### config.mk
export PLATFORM = sky130hd
export DESIGN_NAME = receptor_ctrl
export DESIGN_NICKNAME = d
export VERILOG_FILES = /design/src/rtl/receptor_pkg.sv /design/src/rtl/receptor_parity.sv /design/src/rtl/receptor_ctrl.sv
export SDC_FILE = /design/constraint.sdc
export NUM_CORES = 1
export LEC_CHECK = 0
export ABC_AREA = 1
export CAP_MARGIN = 30
export CORE_UTILIZATION = 40
export CTS_CLUSTER_DIAMETER = 40
export CTS_CLUSTER_SIZE = 10
export DETAILED_ROUTE_END_ITERATION = 8
export HOLD_SLACK_MARGIN = 0.12
export PLACE_DENSITY = 0.67
export REMOVE_ABC_BUFFERS = 1
export SLEW_MARGIN = 10
export SYNTH_ARGS = -nofsm -noshare
export SYNTH_HDL_FRONTEND = slang
export SYNTH_HIERARCHICAL = 1
export SYNTH_SLANG_ARGS = --single-unit
### constraint.sdc
create_clock -name CLK -period 1.6 [get_ports CLK]
set_clock_uncertainty 0.05 [all_clocks]
set_input_delay 0.4 -clock CLK [delete_from_list [all_inputs] [get_ports CLK]]
set_output_delay 0.4 -clock CLK [all_outputs]
set_load 0.01 [all_outputs]
### src/rtl/receptor_pkg.sv
// rtl/receptor_pkg.sv - shared types and constants for the serial frame receptor controller
package receptor_pkg;

    localparam int MAX_FRAME_LEN = 16;
    localparam int CNT_W         = 5;

    typedef enum logic [2:0] {
        ST_IDLE   = 3'd0,
        ST_SHIFT  = 3'd1,
        ST_LATCH  = 3'd2,
        ST_PARITY = 3'd3,
        ST_VALID  = 3'd4
    } state_t;

endpackage

### src/rtl/receptor_parity.sv
// rtl/receptor_parity.sv - even-parity accumulator over the shifted data bits
module receptor_parity (
    input  logic clk,
    input  logic rst,
    input  logic clear,
    input  logic enable,
    input  logic bit_in,
    output logic parity
);

    always_ff @(posedge clk) begin
        if (rst || clear) begin
            parity <= 1'b0;
        end else if (enable) begin
            parity <= parity ^ bit_in;
        end
    end

endmodule

### src/rtl/receptor_ctrl.sv
// rtl/receptor_ctrl.sv - shift-receiver sequencer with handshake, overrun flag; parity via RECEPTOR_PARITY_CHECK_EN
module receptor_ctrl
    import receptor_pkg::*;
#(
    parameter int FRAME_LEN = 16
) (
    input  logic             CLK,
    input  logic             RST,
    input  logic             start,
    input  logic             serial_in,
    output logic             shift_en,
    output logic             frame_valid,
    input  logic             frame_ready,
    output logic [CNT_W-1:0] bit_cnt,
    output logic             busy,
    output logic             overrun,
    output logic             parity_err
);

    localparam logic [CNT_W-1:0] LAST_BIT = CNT_W'(FRAME_LEN - 1);

    state_t state;
    logic   shift_start;

    // A new frame begins either from IDLE or straight out of a completed VALID handshake.
    assign shift_start = start && ((state == ST_IDLE) ||
                                   ((state == ST_VALID) && frame_ready));

`ifdef RECEPTOR_PARITY_CHECK_EN
    logic acc;

    receptor_parity u_parity (
        .clk    (CLK),
        .rst    (RST),
        .clear  (shift_start),
        .enable (state == ST_SHIFT),
        .bit_in (serial_in),
        .parity (acc)
    );

    always_ff @(posedge CLK) begin
        if (RST || shift_start) begin
            parity_err <= 1'b0;
        end else if (state == ST_PARITY) begin
            parity_err <= acc ^ serial_in;
        end
    end
`else
    assign parity_err = 1'b0;
`endif

    always_ff @(posedge CLK) begin
        if (RST) begin
            state       <= ST_IDLE;
            shift_en    <= 1'b0;
            frame_valid <= 1'b0;
            bit_cnt     <= '0;
            busy        <= 1'b0;
            overrun     <= 1'b0;
        end else begin
            case (state)
                ST_IDLE: begin
                    if (start) begin
                        state    <= ST_SHIFT;
                        shift_en <= 1'b1;
                        busy     <= 1'b1;
                        bit_cnt  <= '0;
                    end
                end
                ST_SHIFT: begin
                    if (bit_cnt == LAST_BIT) begin
                        shift_en <= 1'b0;
                        bit_cnt  <= '0;
`ifdef RECEPTOR_PARITY_CHECK_EN
                        state    <= ST_PARITY;
`else
                        state    <= ST_LATCH;
`endif
                    end else begin
                        bit_cnt <= bit_cnt + 1'b1;
                    end
                end
`ifdef RECEPTOR_PARITY_CHECK_EN
                ST_PARITY: begin
                    if (start) overrun <= 1'b1;
                    state <= ST_LATCH;
                end
`endif
                ST_LATCH: begin
                    if (start) overrun <= 1'b1;
                    state       <= ST_VALID;
                    frame_valid <= 1'b1;
                end
                ST_VALID: begin
                    if (frame_ready) begin
                        frame_valid <= 1'b0;
                        if (start) begin
                            state    <= ST_SHIFT;
                            shift_en <= 1'b1;
                            bit_cnt  <= '0;
                        end else begin
                            state <= ST_IDLE;
                            busy  <= 1'b0;
                        end
                    end else if (start) begin
                        overrun <= 1'b1;
                    end
                end
                default: begin
                    state       <= ST_IDLE;
                    shift_en    <= 1'b0;
                    frame_valid <= 1'b0;
                    bit_cnt     <= '0;
                    busy        <= 1'b0;
                end
            endcase
        end
    end

endmodule

# [Word-level counts from Yosys, hierarchy flattened]
# Index checks and enable logic that the tools add are counted.
[word_totals] reg_bits=12 elab_cells=51
[op_classes] muxes=22 reduce_logical=10 n_bitwise=3 n_eq_ne=9 addsub=1
[op_table] cell="5-bit case mux with 4 select lines" n=1
[op_table] cell="5-bit 2-to-1 mux" n=3
[op_table] cell="3-bit case mux with 4 select lines" n=1
[op_table] cell="1-bit 2-to-1 mux" n=10
[op_table] cell="2-bit != test (second input constant)" n=5
[op_table] cell="3-bit 2-to-1 mux" n=3
[op_table] cell="1-bit case mux with 3 select lines" n=2
[op_table] cell="2-bit AND reduction" n=3
[op_table] cell="3-bit AND reduction" n=2
[op_table] cell="5-bit by 1-bit adder with 5-bit output (second input constant)" n=1
[op_table] cell="5-bit by 4-bit == test with 1-bit output (second input constant)" n=1
[op_table] cell="1-bit case mux with 4 select lines" n=1
[op_table] cell="4-bit AND reduction" n=1
[op_table] cell="2-bit OR reduction" n=2
[op_table] cell="3-bit by 1-bit == test with 1-bit output (second input constant)" n=1
[op_table] cell="3-bit by 2-bit == test with 1-bit output (second input constant)" n=1
[op_table] cell="3-bit == test (second input constant)" n=1
[op_table] cell="3-bit zero test" n=1
[op_table] cell="1-bit inverter" n=3
[op_table] cell="1-bit case mux with 2 select lines" n=1
[op_table] cell="2-bit nonzero test" n=1

# [Logic depth before layout (Yosys ltp)]
[depth] depth_word=4 mapped_depth=9 ltp_nobuf=9

# [Worst setup path after synthesis]
# Ideal clock, no wire load.
[synth_timing] path_type="register -> register" from="register bit_cnt[0]" to="register shift_en" period_less_slack_ns=1.253 path_stages_with_launch=9 n_path_buf=0 slack_ns=0.347 t_arrival_ns=1.089 required_time_ns=1.436 cell_sequence="dfxtp_1 -> ha_1 -> nand3_1 -> inv_1 -> nand2_1 -> nand2_1 -> nand2_2 -> nor2_1 -> nor2_2"
[synth_via] elab_chain_len=3
[synth_rtl] element="start, declared" line_no="receptor_ctrl.sv:14" rtl="output logic [CNT_W-1:0] bit_cnt,"
[synth_rtl] element="start signal, assigned" line_no="receptor_ctrl.sv:80" rtl="bit_cnt <= bit_cnt + 1'b1;"
[synth_rtl] element="5-bit by 4-bit == test with 1-bit output" line_no="receptor_ctrl.sv:71" rtl="if (bit_cnt == LAST_BIT) begin"
[synth_rtl] element="2-bit != test (no source line)"
[synth_rtl] element="3-bit AND reduction (no source line)"
[synth_rtl] element="end signal, assigned" line_no="receptor_ctrl.sv:65" rtl="shift_en <= 1'b1;"
[synth_rtl] element="end signal, assigned" line_no="receptor_ctrl.sv:72" rtl="shift_en <= 1'b0;"
[synth_rtl] element="end signal, assigned" line_no="receptor_ctrl.sv:99" rtl="shift_en <= 1'b1;"
[synth_rtl] element="end, declared" line_no="receptor_ctrl.sv:11" rtl="output logic shift_en,"
# Every way passes these cells.
# A chain may end at the register's enable or synchronous reset.

# [Worst setup path after layout]
[layout_timing] from="register bit_cnt[3]" to="output bit_cnt[3]"
# No word-level cell between the ends.

==> results <==
layout by cell type, fill, tap and decap left out, drive strengths merged:
master         count
a21oi              8
buf                3
clkbuf             4
clkdlybuf4s50      3
conb               1
dfxtp             12
dlygate4sd2        6
dlymetal6s2s       3
ha                 1
inv               16
nand2             20
nand3              8
nor2              15
nor4               1
o211ai             1
o21ai              3
or2                1
xnor2              1
state kept, by name, indices dropped and copies added (netlist names):
signal / cells
bit_cnt: 5
state: 3
busy: 1
frame_valid: 1
overrun: 1
shift_en: 1
timing repair:
item | 4_1_cts | 5_1_grt
gates cloned | 0 | 0
gates resized for setup | 7 | 3
endpoints found under the setup margin | 6 | 3
layout make-up:
type	count	area, um2
Fill cell	151	564
Multi-Input combinational cell	60	319
Sequential cell	12	241
Timing Repair Buffer	15	143
Inverter	16	60.1
Clock buffer	4	36.3
Tap cell	15	18.8
worst min-delay path by stage:
stage	cells past startpoint	slack, ns	endpoint
floorplan	1	0.42	bit_cnt[1]
global placement	2	0.40	overrun
detailed placement	2	0.41	overrun
CTS	2	0.43	overrun
global route	2	0.46	overrun
finish	2	0.42	overrun
metal layers:
metal | up-vias | share of wire | global-route usage
met1 | 265 | 0.45 | 0.196
li1 | 313 | - | -
met4 | 0 | 0.0092 | 0.116
met3 | 2 | 0.039 | 0.0261
met2 | 9 | 0.50 | 0.250
met5 | - | 0 | 0
power groups by stage:
stage	Combinational, mW	Sequential (mW)	Clock [mW]
after floorplan	0.0601	0.332	0
after global placement	0.113	0.327	0
after detailed placement	0.114	0.326	0
after CTS	0.112	0.319	0.250
after global routing	0.123	0.321	0.263
final	0.109	0.319	0.240
tightest hold or removal path, delay by kind of cell, from the launching register on:
family / cells / cell delay, ns
AOI/OAI and AO/OA: 1 / 0.05
and+or+nand+nor: 1 / 0.07
DFF: 1 / 0.33
logic make-up (layout without fill, tap and decap cells):
| family | Yosys count | count (layout) |
|---|---|---|
| xor+xnor | 1 | 1 |
| buf+inv | 18 | 35 |
| flops | 12 | 12 |
| simple gates | 45 | 45 |
| fa+ha+maj | 1 | 1 |
| other cells | 1 | 1 |
| compound gates | 12 | 12 |
==> flow_summary.json <==
{
  "cellPowerDensity_nw_per_um2": 815,
  "worstSetupStartpointType": "flop",
  "path_max_fanout": 4,
  "wl_per_cell_um": 9.77,
  "tns_ns": 0,
  "min_from": "overrun",
  "synth_xor_area_frac": 0.0139,
  "grt_start_max_net_pins": 8,
  "ys.flop_type": "dfxtp_1",
  "netlist_instances": 90,
  "internal_power_mw": 0.498,
  "place_inst": 118,
  "pwr-share-seq": 0.478,
  "drtAntennaViolNets": 0,
  "clock-sinks": 12,
  "setup_ws_ns": 0.212,
  "grt_pass1_wl_um": 2080,
  "avgViaCountPerCell": 4.83,
  "fmax_mhz": 721,
  "period_share": 0.867,
  "drtIter0Drc": 7,
  "antenna_found_initial": 0,
  "layout_min_cycle_time_ns": 1.39,
  "swShare": 0.253,
  "instances_no_fill": 122,
  "placed_area_um2": 781,
  "fp.dieH_um": 41.7,
  "syn-cell-area_um2": 631,
  "die_x_um": 41.7,
  "num_rows": 13,
  "place_hpwl_um": 946,
  "r2r_start": "bit_cnt[0]",
  "grtUsageTotal": 0.160,
  "overflow": 0,
  "post_cts_buffers": 0,
  "ctsHtreeMaxLevel": 1,
  "clock_power_share": 0.359,
  "synth_edf_count": 0,
  "path_cells": "dlygate4sd2_1",
  "cp_slowest_stage_delay_ns": 0.38,
  "synth_commonest_cells": "nand2_1, dfxtp_1, inv_1",
  "pre_cts_ws_ns": 0.00407,
  "dr.pass1.iters": 3,
  "layout-drive-gt1-share": 0.243,
  "synthTopCellsByArea": "dfxtp_1, nand2_1, inv_1",
  "synth_top_area_frac": 0.381,
  "ys_warn_count": 6,
  "holdWs_ns": 0.424,
  "synth_cell_types": 21,
  "stdcell_area_um2": 818,
  "hold_violations": 0,
  "rsz0062_at_grt": "false",
  "slowest_stage": "dfxtp_1",
  "async_flop_share": 0,
  "p_leak_nw": 0.453,
  "remaining_drc_errors": 0,
  "layout.nets": 114,
  "vias": 589,
  "yosys.cell_count.top_type": "nand2_1",
  "worstPathRequired_ns": 1.15,
  "synth_mux_area_frac": 0,
  "core_um2": 1380,
  "final_core_util": 0.592,
  "grt_pass1_vias": 507,
  "ios": 15,
  "ir_worst_vdd_mv": 0.381,
  "yosysTopAreaCell": "dfxtp_1",
  "syn_area_per_cell_um2": 7.01,
  "numCtsBuffers": 3,
  "crit_buf_inv": 1,
  "end_kind": "primary output",
  "synth_compound_area_frac": 0.0992,
  "r2r_slack_ns": 0.26,
  "io_buffers": 12,
  "fin_total_pwr_mw": 0.667,
  "wirelength_um": 1190,
  "place_congestion": 0.773,
  "initial_core_util": 0.456,
  "ys_ff_latch": 12,
  "tritoncts": "yes",
  "drv_cap": 0,
  "timing.rr.end": "shift_en",
  "cts_max_path_buffers": 2,
  "synth_top_family_by_area": "simple AND/OR/NAND/NOR gates",
  "hold_path.class": "flop to flop",
  "die_area_um2": 1740,
  "antenna_cells": 0,
  "status": "finished, final reports clean",
  "clk_latency_ns": 0.27,
  "cp-startpoint": "bit_cnt[3]",
  "root_buffer": "clkbuf_4",
  "combPwrFrac": 0.163,
  "critPathTopFamily": "flip-flops",
  "cp.arrival_ns": 0.94,
  "timing_worst_setup_path_type": "flop to primary output",
  "r2r_cells": 9,
  "path_clk_slew_ns": 0.07,
  "finalSetupViolations": 0,
  "p_switching_mw": 0.169,
  "slew_viol_final": 0,
  "cts_hold_buf": 0,
  "synthSimpleGateAreaFrac": 0.367,
  "synth_fa_ha_area_frac": 0.0198,
  "critPathCapture": "bit_cnt[3]",
  "critical_path_depth": 1,
  "synth-seq-area-share": 0.381,
  "areaGrowthSynthToFinish_pct": 29.8
}
(Power assumes the default switching activity.)
